### src/rtl/mips_pkg.sv
// rtl/mips_pkg.sv - shared word width, RAS depth default and address type
package mips_pkg;
    localparam int WORD_W        = 32;
    localparam int RAS_DEPTH_DEF = 8;

    typedef logic [WORD_W-1:0] addr_t;
endpackage

### src/rtl/ras_mem.sv
// rtl/ras_mem.sv - return-address storage: synchronous write, asynchronous read, no reset
module ras_mem #(
    parameter int DEPTH = 8,
    parameter int AW    = 32,
    parameter int PW    = $clog2(DEPTH)
) (
    input  logic          clk,
    input  logic          we,
    input  logic [PW-1:0] waddr,
    input  logic [AW-1:0] wdata,
    input  logic [PW-1:0] raddr,
    output logic [AW-1:0] rdata
);
    logic [AW-1:0] r_mem [DEPTH];

    always_ff @(posedge clk) begin
        if (we) begin
            r_mem[waddr] <= wdata;
        end
    end

    assign rdata = r_mem[raddr];
endmodule

### src/rtl/ras_ctrl.sv
// rtl/ras_ctrl.sv - return-address stack controller: circular LIFO, registered top, occupancy and flags
module ras_ctrl
    import mips_pkg::*;
#(
    parameter int DEPTH = RAS_DEPTH_DEF,
    parameter int AW    = WORD_W
) (
    input  logic                       clk,
    input  logic                       rst_n,
    input  logic                       push,
    input  logic [AW-1:0]              push_addr,
    input  logic                       pop,
    input  logic                       flush,
    output logic                       top_valid,
    output logic [AW-1:0]              top_addr,
    output logic [$clog2(DEPTH+1)-1:0] count,
    output logic                       overflow,
    output logic                       underflow
);
    localparam int SPW = $clog2(DEPTH);
    localparam int CW  = $clog2(DEPTH+1);

    logic [SPW-1:0] r_sp;
    logic [CW-1:0]  r_count;
    logic [AW-1:0]  r_top;
    logic           r_top_valid;
    logic           r_ovf;
    logic           r_udf;

    logic           w_we;
    logic [SPW-1:0] w_waddr;
    logic [SPW-1:0] w_sp_m1;
    logic [SPW-1:0] w_sp_m2;
    logic [AW-1:0]  w_rdata;
    logic [SPW-1:0] w_sp_nxt;
    logic [CW-1:0]  w_cnt_nxt;
    logic [AW-1:0]  w_top_nxt;
    logic           w_ovf;
    logic           w_udf;
    logic           w_empty;
    logic           w_full;

    assign w_sp_m1 = r_sp - SPW'(1);
    assign w_sp_m2 = r_sp - SPW'(2);
    assign w_empty = (r_count == '0);
    assign w_full  = (r_count == CW'(DEPTH));

    // The read port always looks at the entry just below the top, which becomes the top after a pop.
    ras_mem #(
        .DEPTH (DEPTH),
        .AW    (AW)
    ) u_mem (
        .clk   (clk),
        .we    (w_we),
        .waddr (w_waddr),
        .wdata (push_addr),
        .raddr (w_sp_m2),
        .rdata (w_rdata)
    );

    always_comb begin
        w_we      = 1'b0;
        w_waddr   = r_sp;
        w_sp_nxt  = r_sp;
        w_cnt_nxt = r_count;
        w_top_nxt = r_top;
        w_ovf     = 1'b0;
        w_udf     = 1'b0;
        if (flush) begin
            w_cnt_nxt = '0;
        end else if (push && pop && !w_empty) begin
            w_we      = 1'b1;
            w_waddr   = w_sp_m1;
            w_top_nxt = push_addr;
        end else if (push) begin
            w_we      = 1'b1;
            w_sp_nxt  = r_sp + SPW'(1);
            w_top_nxt = push_addr;
            if (w_full) begin
                w_ovf = 1'b1;
            end else begin
                w_cnt_nxt = r_count + CW'(1);
            end
        end else if (pop) begin
            if (w_empty) begin
                w_udf = 1'b1;
            end else begin
                w_sp_nxt  = w_sp_m1;
                w_cnt_nxt = r_count - CW'(1);
                // Popping the last entry leaves top_addr holding its old value.
                if (r_count > CW'(1)) begin
                    w_top_nxt = w_rdata;
                end
            end
        end
    end

    always_ff @(posedge clk or negedge rst_n) begin
        if (!rst_n) begin
            r_sp        <= '0;
            r_count     <= '0;
            r_top       <= '0;
            r_top_valid <= 1'b0;
            r_ovf       <= 1'b0;
            r_udf       <= 1'b0;
        end else begin
            r_sp        <= w_sp_nxt;
            r_count     <= w_cnt_nxt;
            r_top       <= w_top_nxt;
            r_top_valid <= (w_cnt_nxt != '0);
            r_ovf       <= w_ovf;
            r_udf       <= w_udf;
        end
    end

    assign top_valid = r_top_valid;
    assign top_addr  = r_top;
    assign count     = r_count;
    assign overflow  = r_ovf;
    assign underflow = r_udf;
endmodule

### config.mk
export PLATFORM = sky130hd
export DESIGN_NAME = ras_ctrl
export DESIGN_NICKNAME = d
export VERILOG_FILES = /design/src/rtl/mips_pkg.sv /design/src/rtl/ras_mem.sv /design/src/rtl/ras_ctrl.sv
export SDC_FILE = /design/constraint.sdc
export NUM_CORES = 1
export LEC_CHECK = 0
export ABC_AREA = 1
export CORE_ASPECT_RATIO = 0.9
export CORE_MARGIN = 3
export CORE_UTILIZATION = 44
export CTS_BUF_LIST = sky130_fd_sc_hd__clkbuf_4 sky130_fd_sc_hd__clkbuf_8
export CTS_CLUSTER_SIZE = 12
export DETAILED_ROUTE_END_ITERATION = 10
export SLEW_MARGIN = 20
export SYNTH_ARGS = -nofsm -noshare
export SYNTH_HDL_FRONTEND = slang
export SYNTH_SLANG_ARGS = --single-unit
export TNS_END_PERCENT = 100
### constraint.sdc
create_clock -name clk -period 5.6 [get_ports clk]
set_input_delay 1.12 -clock clk [delete_from_list [all_inputs] [get_ports clk]]
set_output_delay 1.12 -clock clk [all_outputs]
set_load 0.01 [all_outputs]
Yosys cells after proc, flatten, opt, wreduce, memory -nomap -nowiden
Memories as Yosys holds them, arrays and structs flattened.
Cells that the tools add are included.
{ "word_totals": {"reg_bits": 42, "mem_bits_rw": 256, "out_inout_bits": 39, "wordCells": 58, "n_memories": 1} }
{ "memory_table": {"columns": ["name", "words", "width", "rd", "rd_ports_with_merged_regs", "write_ports", "line", "text"], "rows": [
  ["u_mem.r_mem", 8, 32, 1, 0, 1, "ras_mem.sv:14", "logic [AW-1:0] r_mem [DEPTH];"]
]} }
{ "op_classes": {"n_addsub": 5, "n_lt_le_gt_ge": 1, "n_eq_ne": 3, "n_mux": 30, "n_bitwise": 2, "reduce_logical": 10} }
{ "ops": {"columns": ["op", "count"], "rows": [
  ["$mux 32", 5],
  ["$mux 4", 6],
  ["$mux 3", 5],
  ["$mux 1", 14],
  ["$reduce_and 4->1", 2],
  ["$reduce_bool 3->1", 2],
  ["$add 4x1->4 const B", 1],
  ["$eq 4x4->1 const B", 1],
  ["$gt 4x1->1 const B", 1],
  ["$logic_not 4->1", 1],
  ["$reduce_bool 4->1", 1],
  ["$sub 4x1->4 const B", 1],
  ["$add 3x1->3 const B", 1],
  ["$ne 3x2->1 const B", 1],
  ["$sub 3x1->3 const B", 1],
  ["$sub 3x2->3 const B", 1],
  ["$logic_and 1x1->1", 2],
  ["$ne 2x2->1 const B", 1],
  ["$not 1->1", 2],
  ["$reduce_bool 2->1", 1],
  ["$logic_not 1->1", 1]
]} }

Logic depth before layout (Yosys ltp)
{ "depth": {"ltp_word": 7, "ltp_mapped": 11, "depth_no_buf": 11} }

By module
A second synthesis with hierarchy kept.
{ "hier_totals": {"hier_cells": 1468, "area_unflattened_um2": 13860.8} }
{ "by_module_without_submodules": {"columns": ["module", "n_inst", "cells_per_inst", "area_each_um2"], "rows": [
  ["ras_mem", 1, 1124, 11232.0],
  ["ras_ctrl", 1, 344, 2628.8]
]} }

Worst setup path after synthesis
Ideal clock, no wire load.
{ "synth_path": {"path_type": "input to register", "start": "input port push", "end": "memory u_mem.r_mem[2][0] (enable)", "t_arrival_ps": 3168, "required_ps": 5179, "path_slack_ps": 2011, "cell_stages": 6, "path_buffers": 0, "cell_sequence": "inv_2 nor2_1 nand3_1 o21ai_1 nand2_1 nor2_1"} }
{ "synth_between": {"elab_chain_len": 6, "elab_cells_between_ends": 9, "classes_between": "mux (7); reduce/logical (2)"} }
{ "synth_rtl": {"columns": ["item", "line", "text"], "rows": [
  ["start: declaration", "ras_ctrl.sv:10", "input logic push,"],
  ["$logic_and 1x1->1 (2 in a row)", "ras_ctrl.sv:71", "end else if (push && pop && !w_empty) begin"],
  ["$mux 1", "ras_ctrl.sv:71", null],
  ["$mux 1", "ras_ctrl.sv:69", "if (flush) begin"],
  ["$mux 1", "ras_mem.sv:17", "if (we) begin"],
  ["$mux 1 (implied by the code)", "ras_mem.sv:18", "r_mem[waddr] <= wdata;"],
  ["end: declaration", "ras_mem.sv:14", null]
]} }
Several ways; a longest one is shown, not always the timed one.

Final worst setup path
{ "layout_path": {"start": "input port push", "end": "memory u_mem.r_mem[2][30] (enable)"} }
Same word-level chain as after synthesis.

==> PnR_summary.wiki <==
{| class="wikitable"
! Metric !! Value
|-
| Total track usage || 0.189
|-
| TritonCTS clock tree || done
|-
| Arrival time worst endpoint || approximately 3600 ps
|-
| Final net count || 1179
|-
| Cell with the biggest individual delay on the critical path || nor2_4
|-
| Dominant cell by count in the synthesized netlist || edfxtp_1
|-
| Clock Latency Late Sink || roughly 580 ps
|-
| Peak Freq || between 200 and 300 MHz
|-
| Pin count of the biggest net entering global routing || approximately 110
|-
| Worst EP required || approximately 5800 ps
|-
| Worst min-delay path endpoint || top_addr[8]$_DFFE_PN0P_
|-
| Post-CTS setup buffers || 0
|-
| Max IR drop VDD || roughly 0.26 mV
|-
| Sequence of cells on the critical path || buf_2, buf_4, inv_2, nor2_1, nand3_1, nand2_1, nand3_1, nor2_4, buf_4
|-
| Most used flip-flop cell after synthesis || edfxtp_1
|-
| Fillers || ~2300
|-
| Kind of capture point of the worst setup path || flop
|-
| Net Count, Synth || about 1100
|-
| Sequential cell area fraction in the yosys report || 0.713
|-
| Share of flip-flops with an asynchronous set or reset after synthesis || 0.141
|-
| Fin Clk Skew || around 38 ps
|-
| Most frequent cells after synthesis || edfxtp_1, nor2_1, nand2_1, o21ai_0, o21ai_1
|-
| Internal Power || between 0.004 and 0.005 W
|-
| Post-DP Area || 13300 µm²
|-
| Chip Height || approximately 160 µm
|-
| Final critical-path required period || about 3400 ps
|-
| Flop-to-flop setup slack || approximately 2300 ps
|-
| Synthesized-area fraction occupied by adder cells || 0.00510
|-
| Boundary Pins || between 70 and 80
|-
| Launch point of the worst reg-to-reg path || r_sp[1]$_DFFE_PN0P_
|-
| Number of resized instances in the post-cts repair step || 0
|-
| Hold Path Stages || 2
|-
| Pins Over Slew Limit || 0
|-
| Row count || 57
|-
| Share of the clock period used by the worst path after layout || 0.605
|-
| Static leakage || between 5 and 6 nW
|-
| Clock sink count || around 300
|-
| Hold wc startpoint || top_addr[8]$_DFFE_PN0P_
|-
| Number of antenna violations at the first check in global routing || 0
|-
| Family with the most delay on the worst path || simple AND/OR/NAND/NOR gates
|-
| Total power density per cell area || 471 nW/µm²
|-
| Routed wire length per instance || roughly 18 µm
|-
| Number of design rule violations left after detail routing || 0
|-
| Final hold vios || 0
|-
| Max-cap viol count || 0
|-
| Delay of the slowest critical-path stage || between 600 and 700 ps
|-
| EDFF count, synth || between 200 and 300
|-
| Count of buffers inserted at the top-level ports || 75
|-
| Switching Share || 0.344
|-
| Total clock buffers created by CTS || 50
|-
| Mean instance size in the synthesized netlist || 11.7 µm²
|-
| Area fraction of the dominant cell type after synthesis || 0.627
|-
| Non-Filler Cell Area, Final || between 10000 and 15000 µm²
|-
| Yosys warnings || 0
|-
| Weighted congestion at the end of routability-driven global placement || 0.756
|-
| Starting DRT DRC Count || 690
|-
| Clock transition at path regs || approximately 60 ps
|-
| Tightest Pin Transition || ~1100 ps
|-
| Worst r2r path cells || 8
|-
| Cell type with the highest aggregate area in the netlist || edfxtp_1
|-
| Antenna-violating nets left || 0
|-
| Worst path bufs/invs || 4
|-
| Post-DP HPWL || 14.9 mm
|-
| Layout cells sized above 1 || 0.110
|-
| Synthesis-stage register bit count || around 300
|-
| Post-synthesis cell count || 1052
|-
| Clock buffer depth || 3
|-
| Placeable core region || between 20000 and 30000 µm²
|-
| CTS HTree Levels || 2
|-
| Number of vias after detailed routing || between 8000 and 9000
|-
| Mux share of post-synthesis cell area || 0
|-
| First-pass GRT wire length || 44.2 mm
|-
| Synth Area in Compound Gates || 0.0900
|-
| Summed negative setup slack over all endpoints || 0 ps
|-
| Starting utilization of the core area || 0.450
|-
| Overall overflow remaining after global route || 0
|-
| Switching Power || ~0.0023 W
|-
| Library cells used by synthesis || 31
|-
| Slew Limit Headroom || 0.290
|-
| Portion of total power attributed to combinational logic || 0.303
|-
| Post-synthesis cell area || 12300 µm²
|-
| ANT cells || 0
|-
| Drt via density || ~5.2
|-
| Path type of the worst setup path || input port to flop
|-
| Post-Synth XOR/XNOR Area || 0.00357
|-
| Hold bufs inserted after CTS || 0
|-
| Post-Synth Simple-Gate Area || 0.158
|-
| Overall die area || 29900 µm²
|-
| R2R Path End || u_mem.r_mem[2][30]$_DFFE_PP_
|-
| Setup repair after global routing missed its margin || false
|-
| Width of the chip || between 150 and 200 µm
|-
| Setup crit start kind || input port
|-
| Portion of total power attributed to sequential cells || 0.416
|-
| Clk pwr share || 0.281
|-
| Top cells by area, synth || edfxtp_1, dfrtp_1, nor2_1, nand2_1, o21ai_0
|-
| Vias in the first global route || about 8000
|-
| Worst hold path type || flop to flop
|-
| Number of endpoints failing setup at the final stage || 0
|-
| Largest family of logic cells by synthesized area || simple AND/OR/NAND/NOR gates
|-
| Worst Path Max Fanout || 40
|-
| Run status || complete, no violations
|-
| Pre-antenna DRT Iters || 5
|-
| Post-synthesis to final-layout area growth || 17.2%
|-
| Buffer cell driving the clock tree root || clkbuf_8
|-
| Sum of routed wire length over all layers || 28.1 mm
|}
## cell usage in the layout, fill, tap and decap left out, drive strengths merged, types with 5 or more instances in the layout
cell / Yosys / layout
dfrtp: 42 / 42
clkdlybuf4s50: 0 / 73
or2: 32 / 32
clkbuf: 19 / 75
nor2: 219 / 219
ha: 5 / 5
o22ai: 32 / 32
xor2: 5 / 5
edfxtp: 256 / 256
inv: 21 / 20
o21ai: 131 / 131
clkinv: 0 / 19
o211ai: 32 / 32
nand2: 195 / 195
nand3: 20 / 20
buf: 39 / 18
## cells by family (layout without fill, tap and decap cells)
family	after synthesis	in the layout
AOI/OAI and AO/OA	196	196
xor gates and xnor gates	5	5
adders and majority gates	5	5
buffers and inverters	79	205
DFF	298	298
and+or+nand+nor	469	469
## layout make-up
type                    instances  area (µm²)  share of cell area
clock inverters                18        93.8             0.00653
flip-flops and latches        298        8740               0.608
repair buffers                 91         885              0.0616
multi-input cells             675        3200               0.223
inverters                      21        82.6             0.00575
clock buffers                  75         920              0.0640
well taps                     354         443              0.0308
## worst max-delay path by stage
stage	endpoint	from	cells after the start
2_1_floorplan	u_mem.r_mem[2][0]$_DFFE_PP_	push	6
3_3_place_gp	u_mem.r_mem[2][29]$_DFFE_PP_	push	9
3_5_place_dp	u_mem.r_mem[2][29]$_DFFE_PP_	push	9
4_1_cts	u_mem.r_mem[2][27]$_DFFE_PP_	push	9
5_1_grt	u_mem.r_mem[2][26]$_DFFE_PP_	push	9
6_report	u_mem.r_mem[2][30]$_DFFE_PP_	push	9
## metrics by stage
step	util	hold slack (ps)	total power, W	instances	setup WS [ps]
global route	0.527	499	0.00721	1532	1990
CTS	0.526	481	0.00683	1531	2240
global placement	0.489	465	0.00489	1438	1690
detailed placement	0.489	464	0.00491	1438	1650
finish	0.527	476	0.00677	1532	2210
floorplan	-	514	0.00419	1052	2010
## power groups by stage
stage / combinational [W] / sequential [W] / clock [W]
after global placement: 0.00203 / 0.00286 / 0
after CTS: 0.00206 / 0.00282 / 0.00196
after global routing: 0.00230 / 0.00285 / 0.00206
after floorplan: 0.00132 / 0.00287 / 0
after detailed placement: 0.00205 / 0.00286 / 0
final: 0.00205 / 0.00282 / 0.00190
## worst min-delay path, cell delays in order, from the launching register on
cell and delay (ps):
dfrtp_1 340, nand2_1 50, nand2_1 50
## flip-flops by register name, indices dropped and copies added (netlist names)
name,flops
top_valid,1
top_addr,32
underflow,1
count,4
overflow,1
r_sp,3
u_mem.r_mem,256
## routing by layer
layer / vias up / part of all wire / wire (µm) / global-route usage
li1: 3853 / - / - / -
met1: 3846 / 0.47 / 13200 / 0.276
met2: 244 / 0.45 / 12500 / 0.290
met3: 59 / 0.057 / 1600 / 0.0354
met4: 0 / 0.025 / 702 / 0.0616
met5: - / 0 / 0 / 0
(Power assumes the default switching activity.)
